===== src/rtl/pipe_pkg.sv =====
// Shared definitions for the pipe_stage skid-buffer slice: state encoding,
// null payload word and performance counter width.
package pipe_pkg;

  typedef enum logic [1:0] {
    EMPTY = 2'd0,
    ONE   = 2'd1,
    FULL  = 2'd2
  } state_t;

  localparam int unsigned PERF_CNT_W = 32;
  localparam logic [63:0] ZERO_WORD  = '0;

endpackage


===== src/rtl/pipe_perf_cnt.sv =====
// Saturating event counter used for the pipe_stage performance statistics;
// cleared only by the asynchronous active-low reset.
module pipe_perf_cnt
  import pipe_pkg::*;
#(
  parameter int unsigned W = PERF_CNT_W
) (
  input  logic         clk,
  input  logic         rst,
  input  logic         inc,
  output logic [W-1:0] cnt
);

  always_ff @(posedge clk or negedge rst) begin
    if (!rst) begin
      cnt <= '0;
    end else if (inc && (cnt != '1)) begin
      cnt <= cnt + 1'b1;
    end
  end

endmodule


===== src/rtl/pipe_stage.sv =====
// Two-entry (main + skid) pipeline register with a registered in_ready.
// Optional stall/bubble counters are enabled by defining PIPE_STAGE_PERF_EN.
module pipe_stage
  import pipe_pkg::*;
#(
  parameter int unsigned         DATA_W  = 64,
  parameter logic [DATA_W-1:0]   RST_VAL = DATA_W'(ZERO_WORD)
) (
  input  logic                  clk,
  input  logic                  rst,
  input  logic                  flush,
  input  logic                  in_valid,
  output logic                  in_ready,
  input  logic [DATA_W-1:0]     in_data,
  output logic                  out_valid,
  input  logic                  out_ready,
  output logic [DATA_W-1:0]     out_data
`ifdef PIPE_STAGE_PERF_EN
  ,
  output logic [PERF_CNT_W-1:0] stall_cnt,
  output logic [PERF_CNT_W-1:0] bubble_cnt
`endif
);

  state_t            state;
  logic [DATA_W-1:0] main_q;
  logic [DATA_W-1:0] skid_q;
  logic              rdy_q;
  logic              in_fire;
  logic              out_fire;

  assign in_ready  = rdy_q;
  assign out_valid = (state != EMPTY);
  // main_q is reloaded with RST_VAL whenever the stage drains, so it can drive out_data directly
  assign out_data  = main_q;
  assign in_fire   = in_valid && rdy_q;
  assign out_fire  = out_valid && out_ready;

  always_ff @(posedge clk or negedge rst) begin
    if (!rst) begin
      state  <= EMPTY;
      main_q <= RST_VAL;
      skid_q <= RST_VAL;
      rdy_q  <= 1'b0;
    end else if (flush) begin
      state  <= EMPTY;
      main_q <= RST_VAL;
      skid_q <= RST_VAL;
      rdy_q  <= 1'b1;
    end else begin
      rdy_q <= 1'b1;
      case (state)
        EMPTY: begin
          if (in_fire) begin
            main_q <= in_data;
            state  <= ONE;
          end
        end
        ONE: begin
          if (in_fire && out_fire) begin
            main_q <= in_data;
          end else if (in_fire) begin
            skid_q <= in_data;
            state  <= FULL;
            rdy_q  <= 1'b0;
          end else if (out_fire) begin
            main_q <= RST_VAL;
            state  <= EMPTY;
          end
        end
        FULL: begin
          if (out_fire) begin
            main_q <= skid_q;
            skid_q <= RST_VAL;
            state  <= ONE;
          end else begin
            rdy_q <= 1'b0;
          end
        end
        default: begin
          state  <= EMPTY;
          main_q <= RST_VAL;
          skid_q <= RST_VAL;
        end
      endcase
    end
  end

`ifdef PIPE_STAGE_PERF_EN
  pipe_perf_cnt #(.W(PERF_CNT_W)) u_stall (
    .clk (clk),
    .rst (rst),
    .inc (out_valid && !out_ready),
    .cnt (stall_cnt)
  );

  pipe_perf_cnt #(.W(PERF_CNT_W)) u_bubble (
    .clk (clk),
    .rst (rst),
    .inc (!out_valid && out_ready),
    .cnt (bubble_cnt)
  );
`endif

endmodule


===== config.mk =====
export PLATFORM = sky130hd
export DESIGN_NAME = pipe_stage
export DESIGN_NICKNAME = d
export VERILOG_FILES = /design/src/rtl/pipe_pkg.sv /design/src/rtl/pipe_perf_cnt.sv /design/src/rtl/pipe_stage.sv
export SDC_FILE = /design/constraint.sdc
export NUM_CORES = 1
export LEC_CHECK = 0
export BUFFER_PORTS_ARGS = -buffer_cell sky130_fd_sc_hd__buf_2
export CORE_AREA = 2 2 128 130
export DETAILED_ROUTE_END_ITERATION = 8
export DIE_AREA = 0 0 130 132
export PLACE_DENSITY = 0.66
export SKIP_LAST_GASP = 1
export SYNTH_ARGS = -nofsm -noshare
export SYNTH_HDL_FRONTEND = slang
export SYNTH_SLANG_ARGS = --single-unit

===== constraint.sdc =====
create_clock -name clk -period 2.3 [get_ports clk]
set_clock_uncertainty 0.05 [all_clocks]
set_input_delay 0.115 -clock clk [delete_from_list [all_inputs] [get_ports clk]]
set_output_delay 0.115 -clock clk [all_outputs]
set_load 0.05 [all_outputs]

==> reports/metrics.cfg, run 1 <==
[timing]
setup_viol_count_final=0
whs_ps=34.6
period_share_pct=91.7
relSlewSlack_pct=57.9
tightest_slew_ps=631
maxSlewViolCount=0
fmax_mhz=474
finalCriticalPeriod_ps=2110
rsz0062_at_grt=false
finalWorstSetupSlack_ps=191
finalSetupTns_ps=0
hold_violations=0

[detailed_routing]
drtIter0Drc=191
wl_met1_um=7770
drc=0
wirelength_um=17200
met2_length_um=8440
met3WireLength_um=727
ant_nets=0
top_layer_used=met4
drt-wirelength-per-cell_um=16.9
dr.pass1.iters=4
vias=5345
viasPerCell=5.24

[cells_and_area]
layout-area-overhead-vs-synth_pct=30.7
seqCellArea_mm2=0.00328
nets=865
multi_input_comb_area_mm2=0.00315
n_antenna_cell=0
stdcell_count=1021
layout_common_cells=buf_2 (133), dfrtp_1 (131), nand2_1 (70), inv_1 (67), dlygate4sd3_1 (65)
fillers=1313
drive_gt1_share_pct=32.2
final_common_cell=buf_2

[pwr]
pwr-share-seq_pct=30.4
p_sw_share_pct=41.2
p_sw_mw=4.51
clkPwrFrac_pct=24.6
p_int_mw=6.45
p_comb_share_pct=45.1
power_leakage_nw=4.37
power.density_mw_per_mm2=1200
vdd_drop_max_mv=0.644

[setup_path]
required_ps=2590
path_max_fanout=35
cp-start-kind=register
path_class=reg2reg
cp.arrival_ps=2400
end_kind=register
crit_slowest_cell=dfrtp_1
max_stage_delay_ps=420
path_cells=inv_1 -> ha_2 -> buf_4 -> nor2_1 -> a21oi_4 -> buf_12 -> mux2i_1

[floorplan]
die_width_um=130
die_area_mm2=0.0172
die_h_um=132
start_util_pct=44.4
core-area_mm2=0.0157
std_cell_rows=46
io_pins=135

[cts]
clk_latency_ps=420
cts_resized=0
root_buffer=clkbuf_16
htreeDepth=4
cts_tree=done
clock_sinks=131
clock_path_buffers=2
numCtsBuffers=17
post-cts-setup-buffers=0
clkTransAtPathRegs_ps=60

[synth]
avgSynthCellArea_um2=11.6
synth_seq_area_share_pct=47.0
synth_edf_count=0
ys_async_sr_fraction_pct=100
synth_top_flop_cell=dfrtp_1
ys_warn_count=0
synthSimpleGateAreaFrac_pct=5.26
post_synth_num_cell_types=33
synth_cells=603
synthAdderAreaFrac_pct=0.718
ys_ff_latch=131
synthMuxAreaShare_pct=22.8
syn_nets=676
synthesis.area_mm2=0.00697
synth_top_family_by_area=multiplexers
synth-compound-area-share_pct=16.0
synth_xor_area_share_pct=0

[placement]
post-dp-hpwl_um=10900
place.gp.congestion=0.749
place.port_buffers=134
place_ws_ps=181
dp.cells=924

[hold_path]
hold_class=in2reg

[global_routing]
grt_usage_pct=21.1
grt_antenna_before_repair=0
grt_pass1_wl_um=28800
grt_overflow_total=0
grt_start_max_net_pins=69
grt_pass1_vias=5791

[run]
cap_violations=0

[run_status]
outcome=finished clean

==> flip-flops by register name (all words and copies together) (netlist names) <==
register	count
state	2
in_ready	1
skid_q	64
out_data	64
==> synth_stat cells, drive strengths merged (2+ instances only) <==
cell	n	share of area, %
a21oi	3	0.22
ha	4	0.72
o22ai	3	0.27
buf	33	3.7
nor2	2	0.11
inv	67	3.6
mux2i	64	9.2
clkbuf	17	0.92
a22oi	64	6.9
nor2b	2	0.18
nand2b	2	0.29
mux2	64	14
or2	3	0.27
o2bb2ai	62	7.8
o21ai	3	0.22
dfrtp	131	47
nand2	70	3.8
==> repair_timing <==
item / 4_1_cts / 5_1_grt
hold buffers: 65 / 0
setup endpoints to repair: 0 / 0
hold endpoints to repair: 138 / 0
==> worst max-delay path: cells and delay by family, from the launching register on <==
kind,cells,cell delay [ps]
flops,1,420
buf+inv,3,720
fa+ha+maj,1,210
simple gates,1,140
compound gates,1,230
mux,1,240
==> power by group through the flow <==
stage | combinational, mW | sequential, mW | clock [mW]
4_1_cts | 4.97 | 3.33 | 2.75
3_3_place_gp | 4.78 | 3.33 | 0
6_report | 4.94 | 3.33 | 2.69
5_1_grt | 5.24 | 3.41 | 2.87
3_5_place_dp | 4.87 | 3.35 | 0
2_1_floorplan | 2.28 | 4.78 | 0
==> cell families after synthesis <==
| group | Yosys count |
|---|---|
| AOI/OAI and AO/OA | 140 |
| adders and majority gates | 4 |
| buffers and inverters | 117 |
| DFF | 131 |
| muxes | 128 |
| and+or+nand+nor | 83 |
==> path summary, 6_finish.rpt <==
path,depth (start not counted),slack (ps),from,to
max in group asynchronous,3,1260,rst,out_data[29]
setup / recovery,7,190,state[0],skid_q[46]
hold reg to reg,1,430,out_data[3],out_data[3]
min in group asynchronous,2,220,rst,skid_q[6]
setup reg to reg,7,190,state[0],skid_q[46]
hold / removal,2,30,flush,state[1]
==> per-stage QoR <==
step / utilization (%) / instance area (um^2) / power (mW)
floorplan: - / 6970 / 7.06
global placement: 50.1 / 7870 / 8.11
detailed placement: 50.1 / 7870 / 8.22
CTS: 58.0 / 9110 / 11.0
global route: 58.0 / 9110 / 11.5
finish: 58.0 / 9110 / 11.0
==> layout make-up <==
cell class | instances | share of cell area (%)
flip-flops and latches | 131 | 36.0
multi-input cells | 355 | 34.6
clock buffers | 23 | 5.36
clock inverters | 9 | 1.13
inverters | 67 | 2.76
well taps | 216 | 2.97
repair buffers | 220 | 17.3
==> routing by layer <==
metal	track usage, %	up-vias
met3	5.44	23
met4	7.71	0
met1	26.2	2674
li1	-	2511
met5	0	-
met2	35.1	137
Power figures use the tool's default switching activity.
==> inputs of run 2 (changes only) <==
- CORE_AREA: 2 2 128 130 -> 2 2 115 145
- DIE_AREA: 0 0 130 132 -> 0 0 117 147
==> reports/metrics.cfg, run 2 (synthesized netlist as in run 1, its figures left out) <==
[placement]
dp.cells=922  ; -0.22%
place.gp.congestion=0.793  ; +5.9%
place.port_buffers=134  ; unchanged
placed_area_mm2=0.00782  ; -0.67%
place_ws_ps=195  ; +14.0 ps
post-dp-hpwl_um=11100  ; +1.7%

[cells_and_area]
nets=863  ; -0.23%
post-route-util_pct=56.9  ; -1.1 points
layout-area-overhead-vs-synth_pct=30.2
n_antenna_cell=0  ; unchanged
final_cell_area_mm2=0.00907  ; -0.41%
final_common_cell=buf_2
layout_common_cells=buf_2 (133), dfrtp_1 (131), nand2_1 (70), inv_1 (67), dlygate4sd3_1 (65)
fillers=1338  ; +1.9%
drive_gt1_share_pct=31.9  ; -0.29 points
stdcell_count=1019  ; -0.20%

[cts]
clkTransAtPathRegs_ps=50  ; about the same
clock_sinks=131  ; unchanged
htreeDepth=4  ; unchanged
numCtsBuffers=17  ; unchanged
root_buffer=clkbuf_16
clock_path_buffers=2  ; unchanged
clk_latency_ps=420  ; about the same
cts_tree=done

[detailed_routing]
ant_nets=0  ; unchanged
top_layer_used=met4
drt-wirelength-per-cell_um=17.1  ; +1.2%
vias=5339  ; -0.11%
dr.pass1.iters=5  ; +1
wirelength_um=17400  ; +1.0%
drtIter0Drc=281  ; +47%
wl_met1_um=7610  ; -2.1%
viasPerCell=5.24  ; about the same
met2_length_um=8960  ; +6.2%
drc=0  ; unchanged
met3WireLength_um=543  ; -25%

[pwr]
power.density_mw_per_mm2=1210  ; +0.65%
p_total_mw=11.0  ; +0.24%
power_leakage_nw=4.34  ; -0.53%
vdd_drop_max_mv=0.555  ; -14%

[global_routing]
grt_start_max_net_pins=60  ; -13%
grt_antenna_before_repair=0  ; unchanged
grt_pass1_vias=5777  ; -0.24%
grt_usage_pct=21.3  ; +0.20 points
grt_overflow_total=0  ; unchanged
grt_pass1_wl_um=28600  ; -0.55%

[timing]
rsz0062_at_grt=false
period_share_pct=92.0  ; +0.32 points
whs_ps=43.6  ; +8.96 ps
setup_viol_count_final=0  ; unchanged
finalCriticalPeriod_ps=2120  ; +7.46 ps
finalSetupTns_ps=0  ; unchanged
fmax_mhz=472  ; -0.35%
finalWorstSetupSlack_ps=183  ; -7.46 ps
hold_violations=0  ; unchanged
relSlewSlack_pct=59.3  ; +1.3 points
maxSlewViolCount=0  ; unchanged
tightest_slew_ps=611  ; -20.2 ps

[floorplan]
die_h_um=147  ; +11%
std_cell_rows=52  ; +13%
core-area_mm2=0.0159  ; +1.4%
start_util_pct=43.7  ; -0.63 points
die_area_mm2=0.0172  ; +0.23%
die_width_um=117  ; -10%
io_pins=135  ; unchanged

[run_status]
outcome=finished clean

[run]
cap_violations=0  ; unchanged

[setup_path]
timing.critical_path.mode_cell=inv_1
end_kind=primary output
critical_path_buf_inv_count=4  ; +1
path_class=reg2out
path_max_fanout=50  ; +43%
r2r_end=out_data[60]
r2r_slack_ps=200  ; about the same
crit_slowest_cell=buf_4
path_cells=inv_1 -> ha_2 -> buf_4 -> inv_1 -> buf_2
cp.arrival_ps=1950  ; -450 ps
rr_startpoint=state[1]
ff2ff_path_depth=7  ; unchanged
crit_path_start=state[0]
max_stage_delay_ps=490  ; +70 ps
required_ps=2130  ; -460 ps
crit_family=buffers and inverters
cp-start-kind=register

[hold_path]
hold_depth=2  ; unchanged
hold_class=in2reg
min_to=state[1]
hp-start=flush

-- run 2: changes by cell type in the layout (fill, tap and decap cells not counted), sizes merged --
cell	before	now
clkinv	4	3
buf	155	153
bufinv	2	3
-- run 2: worst register-to-register path, cell delays in order (launching register included) --
cell,delay (ps)
dfrtp_1,400
inv_1,110
ha_1,300
nand4b_2,200
nor3_4,220
buf_4,380
o2bb2ai_1,210
mux2_4,170
-- run 2: routing by layer --
layer / GRT usage (%) / vias up
li1: - / 2511
met1: 26.0 / 2678
met2: 36.5 / 130
met3: 4.37 / 20
met4: 8.24 / 0
met5: 0 / -
-- run 2: timing repair --
action / 4_1_cts / 5_1_grt
hold buffers: 65 / 0
hold endpoints to repair: 123 / 0
setup buffers: 0 / 0
resized for setup: 0 / 0
-- run 2: layout make-up --
class                      count  area (um^2)  share of cell area, %
clock buffer                  23          478                   5.27
clock inverter                 9          128                   1.41
inverter                      67          251                   2.77
multi-input combinational    355         3150                   34.7
sequential                   131         3280                   36.1
tap                          216          270                   2.98
timing repair buffer         218         1520                   16.8
-- run 2: report_power, final --
group          internal (mW)  leakage, nW  switching [mW]
Clock                   1.78        0.289           0.987
Combinational           1.74         2.29            3.13
Sequential              2.95         1.76           0.399
Total                   6.47         4.34            4.51
-- run 2: how the worst max path moves through the flow --
stage                     depth (start not counted)            to  slack [ps]
after floorplan                                   9  out_data[10]         390
after global placement                            7   out_data[9]         270
after detailed placement                          7   out_data[9]         200
after CTS                                         5     out_valid         160
after global routing                              7  out_data[60]          50
final                                             5     out_valid         180
